File: src/rtl/cordic_pkg.sv
// Shared constants, state encoding and the LFSR-to-degrees mapping for the
// CORDIC theta generator.
package cordic_pkg;

  localparam int PHASE_W        = 27;
  localparam int THETA_W        = 32;
  localparam int THETA_FRAC_LSB = 0;
  localparam int THETA_FRAC_MSB = 15;
  localparam int THETA_INT_LSB  = 16;
  localparam int THETA_INT_MSB  = 26;

  localparam logic [PHASE_W-1:0] DEG360_Q16   = 27'd23592960;
  localparam logic [31:0]        LFSR_TAPS    = 32'h80200003;
  localparam logic [31:0]        LFSR_DEFAULT = 32'h1;

  typedef enum logic [1:0] {IDLE, RUN, DRAIN} state_e;

  // Upper LFSR half scaled into 0..359 whole degrees; lower half is the fraction.
  function automatic logic [THETA_W-1:0] rand_theta(input logic [31:0] l);
    logic [24:0] p;
    p = 25'(l[31:16]) * 25'(360);
    return {5'd0, 2'd0, p[24:16], l[15:0]};
  endfunction

endpackage

File: src/rtl/theta_lfsr32.sv
// 32-bit Galois LFSR (right shift) with seed load and advance enable.
module theta_lfsr32
  import cordic_pkg::*;
(
  input  logic        clk,
  input  logic        rst_n,
  input  logic        i_load,
  input  logic [31:0] i_seed,
  input  logic        i_adv,
  output logic [31:0] o_lfsr
);

  logic [31:0] r_lfsr;

  // An all-zero state would lock up, so a zero seed maps to the default.
  always_ff @(posedge clk or negedge rst_n) begin
    if (!rst_n)      r_lfsr <= LFSR_DEFAULT;
    else if (i_load) r_lfsr <= (i_seed == '0) ? LFSR_DEFAULT : i_seed;
    else if (i_adv)  r_lfsr <= (r_lfsr >> 1) ^ (r_lfsr[0] ? LFSR_TAPS : '0);
  end

  assign o_lfsr = r_lfsr;

endmodule

File: src/rtl/cordic_theta_gen.sv
// Theta word source for the CORDIC modulator: NCO or LFSR phase, issued
// against a credit counter returned by the modulator's output handshake.
module cordic_theta_gen
  import cordic_pkg::*;
#(
  parameter int MAX_OUTSTANDING = 1,
  parameter int LEN_W           = 16
) (
  input  logic               clk,
  input  logic               rst_n,
  input  logic               start,
  input  logic               abort,
  input  logic               mode,
  input  logic [LEN_W-1:0]   len,
  input  logic [PHASE_W-1:0] phase_init,
  input  logic [PHASE_W-1:0] phase_step,
  input  logic [31:0]        seed,
  input  logic               seed_load,
  input  logic               done_i,
  output logic [THETA_W-1:0] theta,
  output logic               rand_shake,
  output logic               busy,
  output logic               burst_done,
  output logic [3:0]         outstanding
);

  localparam logic [3:0] MAX_OUT = 4'(MAX_OUTSTANDING);

  state_e             r_state;
  logic [LEN_W-1:0]   r_remain;
  logic [PHASE_W-1:0] r_acc;
  logic [3:0]         r_out;
  logic [THETA_W-1:0] r_theta;
  logic               r_shake;
  logic               r_bdone;

  logic               w_issue;
  logic               w_dec;
  logic [PHASE_W:0]   w_sum;
  logic [PHASE_W-1:0] w_acc_next;
  logic [31:0]        w_lfsr;
  logic [THETA_W-1:0] w_theta;

  // Credit is judged on the registered count only; a same-cycle done_i frees
  // a slot for the next cycle, never this one.
  assign w_issue = (r_state == RUN) && (r_out < MAX_OUT) && !abort;
  assign w_dec   = done_i && (r_out != '0);

  assign w_sum      = {1'b0, r_acc} + {1'b0, phase_step};
  assign w_acc_next = (w_sum >= {1'b0, DEG360_Q16}) ? PHASE_W'(w_sum - {1'b0, DEG360_Q16})
                                                    : w_sum[PHASE_W-1:0];
  assign w_theta    = mode ? rand_theta(w_lfsr) : {5'd0, r_acc};

  theta_lfsr32 u_lfsr (
    .clk    (clk),
    .rst_n  (rst_n),
    .i_load (seed_load && (r_state == IDLE)),
    .i_seed (seed),
    .i_adv  (w_issue && mode),
    .o_lfsr (w_lfsr)
  );

  always_ff @(posedge clk or negedge rst_n) begin
    if (!rst_n) begin
      r_state  <= IDLE;
      r_remain <= '0;
      r_acc    <= '0;
    end else begin
      case (r_state)
        IDLE: if (start && (len != '0)) begin
          r_state  <= RUN;
          r_remain <= len;
          r_acc    <= phase_init;
        end
        RUN: if (abort) begin
          r_state <= DRAIN;
        end else if (w_issue) begin
          r_remain <= r_remain - LEN_W'(1);
          if (!mode) r_acc <= w_acc_next;
          if (r_remain == LEN_W'(1)) r_state <= DRAIN;
        end
        DRAIN: if (r_out == '0) r_state <= IDLE;
        default: r_state <= IDLE;
      endcase
    end
  end

  always_ff @(posedge clk or negedge rst_n) begin
    if (!rst_n) begin
      r_out <= '0;
    end else begin
      case ({w_issue, w_dec})
        2'b10:   r_out <= r_out + 4'd1;
        2'b01:   r_out <= r_out - 4'd1;
        default: r_out <= r_out;
      endcase
    end
  end

  always_ff @(posedge clk or negedge rst_n) begin
    if (!rst_n) begin
      r_theta <= '0;
      r_shake <= 1'b0;
      r_bdone <= 1'b0;
    end else begin
      r_shake <= w_issue;
      r_bdone <= (r_state == DRAIN) && (r_out == '0);
      if (w_issue) r_theta <= w_theta;
    end
  end

  assign theta       = r_theta;
  assign rand_shake  = r_shake;
  assign busy        = (r_state != IDLE);
  assign burst_done  = r_bdone;
  assign outstanding = r_out;

endmodule

File: config.mk
export PLATFORM = sky130hd
export DESIGN_NAME = cordic_theta_gen
export DESIGN_NICKNAME = d
export VERILOG_FILES = /design/src/rtl/cordic_pkg.sv /design/src/rtl/theta_lfsr32.sv /design/src/rtl/cordic_theta_gen.sv
export SDC_FILE = /design/constraint.sdc
export NUM_CORES = 1
export LEC_CHECK = 0
export ABC_AREA = 1
export CORE_MARGIN = 2
export CORE_UTILIZATION = 29
export CTS_BUF_LIST = sky130_fd_sc_hd__clkbuf_2 sky130_fd_sc_hd__clkbuf_4 sky130_fd_sc_hd__clkbuf_8
export CTS_CLUSTER_DIAMETER = 40
export DETAILED_ROUTE_END_ITERATION = 7
export SLEW_MARGIN = 10
export SYNTH_ARGS = -nofsm -noshare
export SYNTH_HDL_FRONTEND = slang
export SYNTH_HIERARCHICAL = 1
export SYNTH_SLANG_ARGS = --single-unit
File: constraint.sdc
create_clock -name clk -period 3.65 [get_ports clk]
set_clock_uncertainty 0.05 [all_clocks]
set_input_delay 0.73 -clock clk [delete_from_list [all_inputs] [get_ports clk]]
set_output_delay 0.73 -clock clk [all_outputs]
set_load 0.05 [all_outputs]
==> run_results.csv <==
group,metric,value,unit
yosys,synth_area_leaders,"dfrtp_1 (30%), nand2_1 (13%), ha_1 (10%)",
die,ios,148,
clock_tree,clock_latency,0.41,ns
setup_path,required,3.90,ns
timing,final.min_clock_period,3.519,ns
setup_path,critPathCaptureType,"register",
global_route,grt_pass1_wl,44790,um
global_route,grt_pass1_vias,8476,
timing,setup_viol,0,
run_status,outcome,"complete, no violations",
routing,drtIter0Drc,459,
timing,hold_viol,0,
setup_path,worstSetupPathType,"reg2reg",
place,io_buffers,142,
routing,firstDrtPassIters,5,
die,initial_core_util,29.27,%
run,maxCapViolations,0,
finish,drive_above_1_share,8.569,%
routing,vias,8658,
clock_tree,cts.clk_slew.worst_paths,0.13,ns
min_path,holdCritPathClass,"in2async",
routing,wirelength,28330,um
timing,slew_headroom,55.23,%
clock_tree,clock_sink_count,110,
timing,slew_viol_final,0,
routing,drc,0,
global_route,grt_max_degree,60,
yosys,synth_top_area_share,29.76,%
global_route,grt_overflow,0,
clock_tree,ctsHoldBuffers,0,
die,row_count,65,
setup_path,crit_top_cell,"nand2_1",
yosys,synth_area,0.009166,sq mm
finish,final_nets,1615,
yosys,synth_seq_area_share,30.04,%
yosys,synth_edf_count,0,
place,hpwl,22820,um
finish,area_growth,25.51,%
setup_path,cp_slowest_cell,"fa_1",
setup_path,path_cells,"ha_1 -> inv_2 -> fa_1 -> fa_1 -> inv_1 -> ha_1 -> a21oi_2 -> o21ai_2 -> a21oi_2 -> nand2_1 -> nand2_1 -> nand2_1 -> nand2_1 -> nand2_1 -> or2_2 -> nand3_1 -> nand2_1",
global_route,grtUsageTotal,17.22,%
setup_path,cpPeakStageDelay,0.52,ns
setup_path,reg2reg_slack,0.13,ns
routing,wl_per_cell,15.57,um
yosys,async_reset_ff_share,100.0,%
yosys,synth_top_area_cell,"dfrtp_1",
setup_path,rr_endpoint,"theta[24]$_DFFE_PN0P_",
clock_tree,cts_tree,"built",
die,die-area,0.03305,sq mm
yosys,ys_types,50,
timing,tightest_slew,0.6716,ns
die,die_y,181.8,um
setup_path,path_max_fanout,3,
setup_path,r2r_start,"u_lfsr/o_lfsr[25]$_DFFE_PN0P_",
yosys,synthFlopType,"dfrtp_1",
die,dieWidth,181.8,um
yosys,synth_seq_cells,110,
timing,hold-worst-slack,0.2814,ns
die,coreArea,0.03131,sq mm
setup_path,cp_data_arrival_time,3.77,ns
routing,ant_nets,0,
yosys,avgSynthCellArea,7.263,sq um
clock_tree,cts_buffer_depth,2,
yosys,yosysMostFrequentCell,"nand2_1",
routing,avgViaCountPerCell,4.760,
setup_path,reg2regPathDepth,17,
clock_tree,root_buffer,"clkbuf_8",
yosys,yosysWarnings,6,
timing,max_freq,0.2842,GHz
global_route,antenna_found_initial,6,
timing,fin_crit_sh,96.41,%
clock_tree,numCtsBuffers,9,
setup_path,cp-start-kind,"register",
yosys,ys_top_cells_by_count,"nand2_1 (315), inv_1 (177), nor2_1 (121)",
yosys,syn_inst,1262,
setup_path,cp-endpoint,"theta[24]$_DFFE_PN0P_",
clock_tree,htree_levels,3,
setup_path,crit_start,"u_lfsr/o_lfsr[25]$_DFFE_PN0P_",
place,place.gp.congestion,0.8887,
[placed cells by master, fill, tap and decap left out, types with 36 or more instances in the layout]
cell / netlist / routed
o21ai_0: 77 / 75
nand3_1: 49 / 49
inv_1: 177 / 173
o211ai_1: 36 / 36
a21oi_1: 85 / 80
ha_1: 73 / 64
dfrtp_1: 109 / 107
nand2_1: 315 / 315
clkdlybuf4s50_1: 0 / 141
nor2_1: 121 / 119
[logic make-up (layout without fill, tap and decap cells)]
| family | count (synthesis) | after routing | synth area share, % |
|---|---|---|---|
| buffers and inverters | 225 | 371 | 9.855 |
| AOI/OAI and AO/OA | 255 | 255 | 16.16 |
| DFF | 110 | 110 | 30.04 |
| xor gates and xnor gates | 34 | 34 | 3.535 |
| other | 1 | 10 | 0.04091 |
| adders and majority gates | 99 | 99 | 15.64 |
| and+or+nand+nor | 538 | 538 | 24.72 |
[how the worst min path moves through the flow]
stage / cells after the start / slack [ns] / to / startpoint
floorplan: 0 / 0.38 / burst_done$_DFF_PN0_ / rst_n
global placement: 2 / 0.42 / theta[26]$_DFFE_PN0P_ / theta[26]$_DFFE_PN0P_
detailed placement: 2 / 0.42 / theta[26]$_DFFE_PN0P_ / theta[26]$_DFFE_PN0P_
CTS: 1 / 0.30 / r_remain[15]$_DFFE_PN0P_ / rst_n
global route: 1 / 0.32 / outstanding[3]$_DFFE_PN0P_ / rst_n
finish: 1 / 0.28 / burst_done$_DFF_PN0_ / rst_n
[repair_timing]
item,CTS,global route
gates resized for setup,3,23
cloned,0,0
setup endpoints to repair,1,5
buffers inserted,3,3
endpoints found under the hold margin,0,0
pin swaps,2,2
[flip-flops by register name, summed over array words and instances, names as in the netlist]
register       flops
u_lfsr/o_lfsr     32
rand_shake         1
r_acc             27
outstanding        4
burst_done         1
r_remain          16
theta             27
r_state            2
[cell type report]
class | count | area (sq um)
Fill cell | 3283 | 19810
Multi-Input combinational cell | 931 | 5674
Sequential cell | 110 | 2756
Timing Repair Buffer | 170 | 1642
Inverter | 185 | 694.4
Tap cell | 402 | 503.0
Clock buffer | 9 | 123.9
Clock inverter | 7 | 98.84
Antenna cell | 5 | 12.51
[layer usage]
| layer | part of all wire (%) | GRT usage [%] |
|---|---|---|
| met1 | 46 | 23.42 |
| met2 | 45 | 27.45 |
| met3 | 6.6 | 4.473 |
| met4 | 1.5 | 3.902 |
| met5 | 0 | 0 |
[metrics by stage]
stage	util [%]	setup TNS, ns	area [sq um]	worst slack (ns)	cells
floorplan	-	0	9181	0.2945	1266
global placement	35.39	0	11080	0.08694	1792
detailed placement	35.39	0	11080	0.02978	1792
CTS	36.24	0	11350	0.001272	1811
global route	36.70	-0.009935	11490	-0.009935	1814
finish	36.74	0	11500	0.1312	1819
[worst max-delay path: cells and delay by family, from the launching register on]
kind	cells	cell delay (ns)
AOI/OAI and AO/OA	3	0.43
DFF	1	0.45
and+or+nand+nor	8	0.74
buffers and inverters	2	0.09
adders and majority gates	4	1.64
Power is not shown: default switching activity piles up to over one toggle a cycle in this logic, so the estimate is an artifact.
